File: config.mk
export PLATFORM = sky130hd
export DESIGN_NAME = row_vector_feeder
export DESIGN_NICKNAME = d
export VERILOG_FILES = /design/src/rtl/row_vector_feeder.sv
export SDC_FILE = /design/constraint.sdc
export NUM_CORES = 1
export LEC_CHECK = 0
export CORE_AREA = 2 2 461 463
export CTS_CLUSTER_DIAMETER = 200
export DETAILED_ROUTE_END_ITERATION = 8
export DIE_AREA = 0 0 463 465
export HOLD_SLACK_MARGIN = 0.06
export PLACE_DENSITY = 0.3
export RECOVER_POWER = 50
export SLEW_MARGIN = 15
export SYNTH_ARGS = -nofsm -noshare
export SYNTH_HDL_FRONTEND = slang
export SYNTH_SLANG_ARGS = --single-unit
File: constraint.sdc
create_clock -name clk -period 4.8 [get_ports clk]
set_clock_uncertainty 0.1 [all_clocks]
set_input_delay 0.72 -clock clk [delete_from_list [all_inputs] [get_ports clk]]
set_output_delay 0.72 -clock clk [all_outputs]
set_load 0.02 [all_outputs]
File: src/rtl/row_vector_feeder.sv
// Request-side sequencer for the row-by-vector engine: streams row/vector chunk
// pairs out of two synchronous memories and stores each row's dot product.
module row_vector_feeder #(
    parameter int NI            = 8,
    parameter int element_width = 32,
    parameter int ADDR_W        = 12
) (
    input  logic                          clk,
    input  logic                          reset,
    input  logic                          start,
    input  logic [15:0]                   no_of_rows,
    input  logic [31:0]                   no_of_multiples,
    output logic                          a_rd_en,
    output logic [ADDR_W-1:0]             a_rd_addr,
    input  logic [NI*element_width-1:0]   a_rd_data,
    output logic                          p_rd_en,
    output logic [ADDR_W-1:0]             p_rd_addr,
    input  logic [NI*element_width-1:0]   p_rd_data,
    output logic [NI*element_width-1:0]   a,
    output logic [NI*element_width-1:0]   p,
    output logic                          start_row_by_vector,
    output logic                          you_can_read,
    input  logic                          give_me_only,
    input  logic                          I_am_ready,
    input  logic                          decoder_read_now,
    input  logic [element_width-1:0]      result,
    output logic                          res_wr_en,
    output logic [ADDR_W-1:0]             res_wr_addr,
    output logic [element_width-1:0]      res_wr_data,
    output logic                          busy,
    output logic                          done,
    output logic                          err
);

    typedef enum logic [2:0] {
        IDLE, FETCH, LOAD, WAIT_RDY, WAIT_REQ, WAIT_RES, DONE
    } state_t;

    state_t                   state_reg, state_next;
    logic [15:0]              rows_reg;
    logic [31:0]              mult_reg;
    logic [15:0]              row_reg;
    logic [31:0]              k_reg;
    logic [ADDR_W-1:0]        base_reg;
    logic                     start_row_reg, you_can_read_reg, res_wr_en_reg, done_reg, err_reg;
    logic [ADDR_W-1:0]        res_wr_addr_reg;
    logic [element_width-1:0] res_wr_data_reg;

    logic [32:0] k_inc;
    logic [16:0] row_inc;
    logic        last_chunk, last_row, zero_count, err_event, fetching;

    assign k_inc      = {1'b0, k_reg} + 33'd1;
    assign row_inc    = {1'b0, row_reg} + 17'd1;
    assign last_chunk = (k_inc == {1'b0, mult_reg});
    assign last_row   = (row_inc == {1'b0, rows_reg});
    assign zero_count = (no_of_rows == 16'd0) || (no_of_multiples == 32'd0);

    // A result strobe is only legal in WAIT_RES; a chunk request only once a row is running.
    assign err_event = (decoder_read_now && (state_reg != WAIT_RES)) ||
                       (give_me_only && ((state_reg == IDLE) || (state_reg == FETCH) ||
                                         (state_reg == LOAD) || (state_reg == WAIT_RDY)));

    always_ff @(posedge clk or negedge reset) begin
        if (!reset) state_reg <= IDLE;
        else        state_reg <= state_next;
    end

    always_comb begin
        state_next = state_reg;
        case (state_reg)
            IDLE:     if (start) state_next = zero_count ? DONE : FETCH;
            FETCH:    state_next = LOAD;
            LOAD: begin
                if (k_reg == 32'd0)  state_next = WAIT_RDY;
                else if (last_chunk) state_next = WAIT_RES;
                else                 state_next = WAIT_REQ;
            end
            WAIT_RDY: if (I_am_ready) state_next = (mult_reg > 32'd1) ? WAIT_REQ : WAIT_RES;
            WAIT_REQ: if (give_me_only) state_next = FETCH;
            WAIT_RES: if (decoder_read_now) state_next = last_row ? DONE : FETCH;
            DONE:     state_next = IDLE;
            default:  state_next = IDLE;
        endcase
    end

    always_ff @(posedge clk or negedge reset) begin
        if (!reset) begin
            rows_reg         <= '0;
            mult_reg         <= '0;
            row_reg          <= '0;
            k_reg            <= '0;
            base_reg         <= '0;
            start_row_reg    <= 1'b0;
            you_can_read_reg <= 1'b0;
            res_wr_en_reg    <= 1'b0;
            res_wr_addr_reg  <= '0;
            res_wr_data_reg  <= '0;
            done_reg         <= 1'b0;
            err_reg          <= 1'b0;
        end else begin
            start_row_reg    <= 1'b0;
            you_can_read_reg <= 1'b0;
            res_wr_en_reg    <= 1'b0;
            done_reg         <= 1'b0;
            case (state_reg)
                IDLE: if (start) begin
                    rows_reg <= no_of_rows;
                    mult_reg <= no_of_multiples;
                    row_reg  <= '0;
                    k_reg    <= '0;
                    base_reg <= '0;
                end
                LOAD: if (k_reg != 32'd0) begin
                    you_can_read_reg <= 1'b1;
                    k_reg            <= k_inc[31:0];
                end
                WAIT_RDY: if (I_am_ready) begin
                    start_row_reg <= 1'b1;
                    k_reg         <= 32'd1;
                end
                WAIT_RES: if (decoder_read_now) begin
                    res_wr_en_reg   <= 1'b1;
                    res_wr_addr_reg <= ADDR_W'(row_reg);
                    res_wr_data_reg <= result;
                    row_reg         <= row_inc[15:0];
                    base_reg        <= base_reg + mult_reg[ADDR_W-1:0];
                    k_reg           <= '0;
                end
                DONE: done_reg <= 1'b1;
                default: ;
            endcase
            if ((state_reg == IDLE) && start) err_reg <= 1'b0;
            else if (err_event)               err_reg <= 1'b1;
        end
    end

    // Chunk lanes are captured only in LOAD, so a/p hold steady across the handshake.
    for (genvar gi = 0; gi < NI; gi++) begin : g_lane
        logic [element_width-1:0] a_lane_reg, p_lane_reg;
        always_ff @(posedge clk or negedge reset) begin
            if (!reset) begin
                a_lane_reg <= '0;
                p_lane_reg <= '0;
            end else if (state_reg == LOAD) begin
                a_lane_reg <= a_rd_data[gi*element_width +: element_width];
                p_lane_reg <= p_rd_data[gi*element_width +: element_width];
            end
        end
        assign a[gi*element_width +: element_width] = a_lane_reg;
        assign p[gi*element_width +: element_width] = p_lane_reg;
    end

    assign fetching            = (state_reg == FETCH);
    assign a_rd_en             = fetching;
    assign p_rd_en             = fetching;
    assign a_rd_addr           = fetching ? (base_reg + k_reg[ADDR_W-1:0]) : '0;
    assign p_rd_addr           = fetching ? k_reg[ADDR_W-1:0] : '0;
    assign start_row_by_vector = start_row_reg;
    assign you_can_read        = you_can_read_reg;
    assign res_wr_en           = res_wr_en_reg;
    assign res_wr_addr         = res_wr_addr_reg;
    assign res_wr_data         = res_wr_data_reg;
    assign busy                = (state_reg != IDLE);
    assign done                = done_reg;
    assign err                 = err_reg;

endmodule

**Word level (Yosys, flattened, before mapping)**

Cells that the tools add are included.

- Output and inout bits: 588
- Bits in registers: 672
- Word-level logic and storage cells: 102
- Input port bits: 598

- Order comparisons: 1
- Reductions and logical operators: 22
- Multiplexer cells: 32
- Equality and inequality tests: 14
- $add $sub $neg: 4

Operator list:

| operator | count |
|---|---|
| 32-bit 2-to-1 mux | 4 |
| 32-bit one-hot mux with 4 select lines | 1 |
| 32-bit zero test | 2 |
| 12-bit 2-to-1 mux | 4 |
| 32-bit by 1-bit adder with 33-bit output (second input constant) | 1 |
| 33-bit by 32-bit == test with 1-bit output | 1 |
| 32-bit by 1-bit > comparator with 1-bit output (second input constant) | 1 |
| 16-bit 2-to-1 mux | 2 |
| 16-bit one-hot mux with 2 select lines | 1 |
| 32-bit nonzero test | 1 |
| 12-bit adder | 2 |
| 12-bit one-hot mux with 2 select lines | 1 |
| 3-bit 2-to-1 mux | 7 |
| 3-bit one-hot mux with 6 select lines | 1 |
| 16-bit by 1-bit adder with 17-bit output (second input constant) | 1 |
| 17-bit by 16-bit == test with 1-bit output | 1 |
| 16-bit zero test | 1 |
| 1-bit 2-to-1 mux | 11 |
| 2-bit != test (second input constant) | 5 |
| 3-bit == test (second input constant) | 3 |
| 3-bit by 2-bit == test with 1-bit output (second input constant) | 2 |
| 1-bit logical OR | 5 |
| 5-bit AND reduction | 1 |
| 2-bit AND reduction | 2 |
| other kinds (9) | 12 |

**Depth between registers and ports, before layout**

- Word-level depth: 8
- Mapped depth: 12
- Depth with buffers taken out: 10

**Worst setup path before layout**

No wires, ideal clock.

- Kind: reg2out
- Start: register k_reg[0]
- End: output a_rd_addr[10]
- Required time: 3.980 ns
- Stages on the path, launching flop included: 11
- Path buffers: 0
- Arrival time: 2.614 ns
- Slack: 1.366 ns
- Path through: dfrtp_1 ha_1 fa_1 a21o_1 a21oi_1 o21bai_1 a2111oi_0 nor3_1 a31oi_1 xor2_1 nor2_1

- Longest elaborated chain between the ends: 2

Ends and longest elaborated chain:

| what | line | source |
|---|---|---|
| from (decl) | 43 | `logic [31:0] k_reg;` |
| from (signal assigned) | 116 | `k_reg <= k_inc[31:0];` |
| 12-bit adder | 157 | `assign a_rd_addr = fetching ? (base_reg + k_reg[ADDR_W-1:0]) : '0;` |
| 12-bit 2-to-1 mux | 157 |  |
| to (decl) | 14 | `output logic [ADDR_W-1:0] a_rd_addr,` |

No other way between the ends.

**Worst setup path in the final report**

- Start: register k_reg[1]
- End: output a_rd_addr[11]

The elaborated chain is that of the path after synthesis.

==> results.tsv <==
stage	metric	value	unit
cells_and_area	fillerInstances	22600	
clock_network	cts_buffer_depth	3	
worst_hold_path	whs_endpoint	res_wr_data[30]$_DFFE_PN0P_	
floorplan	initial_utilization	13.5	%
placement	dp.final_hpwl	141000	um
floorplan	dieArea	215000	um^2
sta	setup_tns	0	ns
sta	unrepaired_setup_endpoints_after_global_routing	no	
sta	setup_viol	0	
yosys	count_of_state_elements_after_synthesis	672	
cells_and_area	area_growth_syn_to_layout	65.2	%
yosys	synth_edf_count	0	
floorplan	core-area	211000	um^2
yosys	synth_seq_area_share	59.1	%
critical_path	timing.rr.end	g_lane[4].a_lane_reg[27]$_DFFE_PN0P_	
yosys	synth_simple_gate_area_share	8.32	%
yosys	async_reset_ff_share	100	%
sta	finalHoldViolations	0	
clock_network	cts_max_level	3	
cells_and_area	drive_above_1_share	22.1	%
yosys	post_synth_num_cell_types	72	
route	vias_per_cell	3.68	
sta	final.period_utilization	91.3	%
grt	wire_length_of_the_first_global_routing_pass	234000	um
yosys	synth_top_family_by_area	multiplexers	
critical_path	maximum_fanout_count_along_the_critical_path	9	
clock_network	tritoncts_num_sinks	672	
yosys	yosysTopAreaCellShare	59.1	%
placement	place.port_buffers	1185	
yosys	syn-mean-instance-area	13.0	um^2
cells_and_area	post-route-util	22.3	%
critical_path	critPathRequiredTime	3.98	ns
critical_path	reg2reg_depth	4	
route	drt_pre_antenna_iters	5	
outcome	run_status	complete, but fails checks	
floorplan	fp_rows	169	
yosys	synth.area.mux_share	22.3	%
grt	grt.met1_usage	17.2	%
yosys	number_of_warnings_issued_by_yosys	0	
yosys	netlist_area	28500	um^2
clock_network	tritoncts.num_buffers	96	
yosys	adder_cell_fraction_of_synth_area	1.28	%
critical_path	cp.arrival	3.56	ns
yosys	synthesis.nets	2809	
clock_network	postCtsSetupRepairBufs	0	
route	antenna_left	0	
clock_network	clock_insertion_delay_worst_skew	0.72	ns
critical_path	path_class	reg -> out	
outcome	failing_checks	capacitance limit, slew limit	
worst_hold_path	min-delay-start	res_wr_data[30]$_DFFE_PN0P_	
clock_network	path_clk_slew	0.06	ns
grt	antenna_found_initial	140	
cells_and_area	num-nets-final	4007	
job	drv.max_cap_violation_count	12	
grt	grt-ovfl-total	0	
sta	report.final.slew_viol_count	638	
floorplan	dieWidth	463	um
clock_network	cts_tree	yes	
grt	gr-usage-all-layers	16.0	%
critical_path	cp-end-kind	output pin	
cells_and_area	multi_input_comb_area	11100	um^2
route	routedWlPerCell	28.0	um
yosys	synth_xor_xnor_area_share	2.43	%
grt	grt_use_met3	6.73	%
route	drt_drc_violations_left	0	
critical_path	critical_r2r_launch	state_reg[0]$_DFFE_PN0P_	
grt	grt_pass1_vias	24300	
route	initialDrtViolationCount	1109	
power_and_ir_drop	ir_drop	0.315	mV
grt	grt_busiest_layer	met2	
yosys	netlist_instances	2183	
yosys	postSynth.topFlopCell	dfrtp_1	
floorplan	num_io_pins	1186	
sta	maxClockFrequency	0.228	GHz
clock_network	clk_root_buffer_cell	clkbuf_16	
route	routed_wl	176000	um
sta	layout_min_cycle_time	4.38	ns
placement	gp_congestion	0.790	
grt	largest_net_degree_at_the_start_of_global_routing	141	
sta	maxSlewHeadroom	-36.0	%
floorplan	fp.dieH	465	um
power_and_ir_drop	total_leakage_power	18.6	nW
power_and_ir_drop	power-per-cell-area	722	nW/um^2
yosys	most_area_consuming_cells_after_synthesis	dfrtp_1 59%, mux2_2 22%, nand2_1 3.1%	
yosys	netlist.top_cell.by_area	dfrtp_1	
grt	gr-usage-met2	29.1	%
cells_and_area	sequential_cell_area	16800	um^2
sta	slew_at_the_pin_closest_to_its_max_slew_limit	2.04	ns
critical_path	crit_path_start_kind	flop	
yosys	synth_compound_area_share	4.64	%
route	routed-via-count	23100	
critical_path	setup_slack_reg_to_reg	0.64	ns
worst_hold_path	hold_depth	2	
worst_hold_path	hold_class	reg -> reg	
metrics by stage:
stage,instance area [um^2],total power [W],hold WS [ns],instances,setup WS [ns]
2_1_floorplan,28500,0.0175,0.324,2183,1.37
3_3_place_gp,43800,0.0270,0.360,6103,0.635
3_5_place_dp,43800,0.0269,0.362,6103,0.666
4_1_cts,47200,0.0351,0.303,6278,0.0640
5_1_grt,47000,0.0359,0.356,6281,0.0749
6_report,47000,0.0340,0.364,6295,0.420
how the worst max path moves through the flow:
stage                              start                             endpoint  slack (ns)  cells past startpoint
finish              k_reg[1]$_DFFE_PN0P_                        a_rd_addr[11]        0.42                     10
floorplan           k_reg[0]$_DFFE_PN0P_                        a_rd_addr[10]        1.37                     10
global placement    k_reg[0]$_DFFE_PN0P_                        a_rd_addr[10]        0.64                     11
CTS                 k_reg[0]$_DFFE_PN0P_                        a_rd_addr[10]        0.06                     11
global route                       reset  g_lane[1].p_lane_reg[1]$_DFFE_PN0P_        0.07                      3
detailed placement  k_reg[0]$_DFFE_PN0P_                        a_rd_addr[10]        0.67                     11
Yosys cell counts (26+ instances only):
| master | number |
|---|---|
| dfrtp_1 | 672 |
| nor4_1 | 34 |
| nand3_1 | 29 |
| nor2_1 | 56 |
| o21ai_0 | 75 |
| a21oi_1 | 27 |
| nand4_1 | 32 |
| clkbuf_1 | 109 |
| nand2_1 | 236 |
| mux2_2 | 560 |
| xor2_1 | 35 |
| ha_1 | 26 |
| xnor2_1 | 44 |
where the power goes:
| part | leakage (nW) | internal, W | switching, W |
|---|---|---|---|
| clock | 1.62 | 0.00458 | 0.00309 |
| sequential | 8.13 | 0.00833 | 0.00192 |
| combinational | 8.85 | 0.00744 | 0.00860 |
| total | 18.6 | 0.0204 | 0.0136 |
cell families (layout without fill, tap and decap cells):
kind of cell	Yosys count	in the layout
fa+ha+maj	28	28
flops	672	672
buf+inv	148	1422
compound gates	206	206
mux	563	563
simple gates	487	487
xor+xnor	79	79
other cells	0	17
cells in the final DEF (no fill, tap or decap), types with 29 or more instances in the layout:
cell | netlist | layout
mux2_2 | 560 | 560
nor2_1 | 56 | 56
dfrtp_1 | 672 | 671
clkdlybuf4s50_1 | 0 | 1066
nand2_1 | 236 | 235
dlygate4sd3_1 | 0 | 117
nand4_1 | 32 | 32
xnor2_1 | 44 | 44
clkbuf_16 | 0 | 97
nor4_1 | 34 | 34
clkbuf_1 | 109 | 35
xor2_1 | 35 | 35
nand3_1 | 29 | 29
o21ai_0 | 75 | 75
area by class of cell:
type                            instances  share of cell area, %
Sequential cell                       672                   35.7
Clock buffer                          146                   6.13
Inverter                               24                  0.191
Clock inverter                         28                  0.963
Multi-Input combinational cell       1363                   23.6
Timing Repair Buffer                 1224                   25.8
Antenna cell                           17                 0.0904
Tap cell                             2821                   7.50
layer usage:
metal  vias up  share of wire (%)
li1      10200                  -
met1     11600                 37
met2       943                 52
met3       361                8.9
met4        58                2.3
met5         -               0.22
critical path: stages, from the launching register on:
cell and delay, ns:
dfrtp_1 0.50, ha_1 0.34, a21o_1 0.16, a21oi_1 0.23
o21ba_2 0.18, o21ai_0 0.14, a41oi_1 0.30, a21oi_1 0.13
xnor2_1 0.14, nor2_1 0.10, clkdlybuf4s50_1 0.62
timing repair:
| item | in CTS | in global routing |
|---|---|---|
| hold buffers | 1 | 0 |
| hold endpoints to repair | 32 | 0 |
| resized for setup | 2 | 5 |
| pin swaps | 0 | 0 |
| endpoints found under the setup margin | 2 | 2 |
No activity file was read; power rests on OpenSTA's default activity.
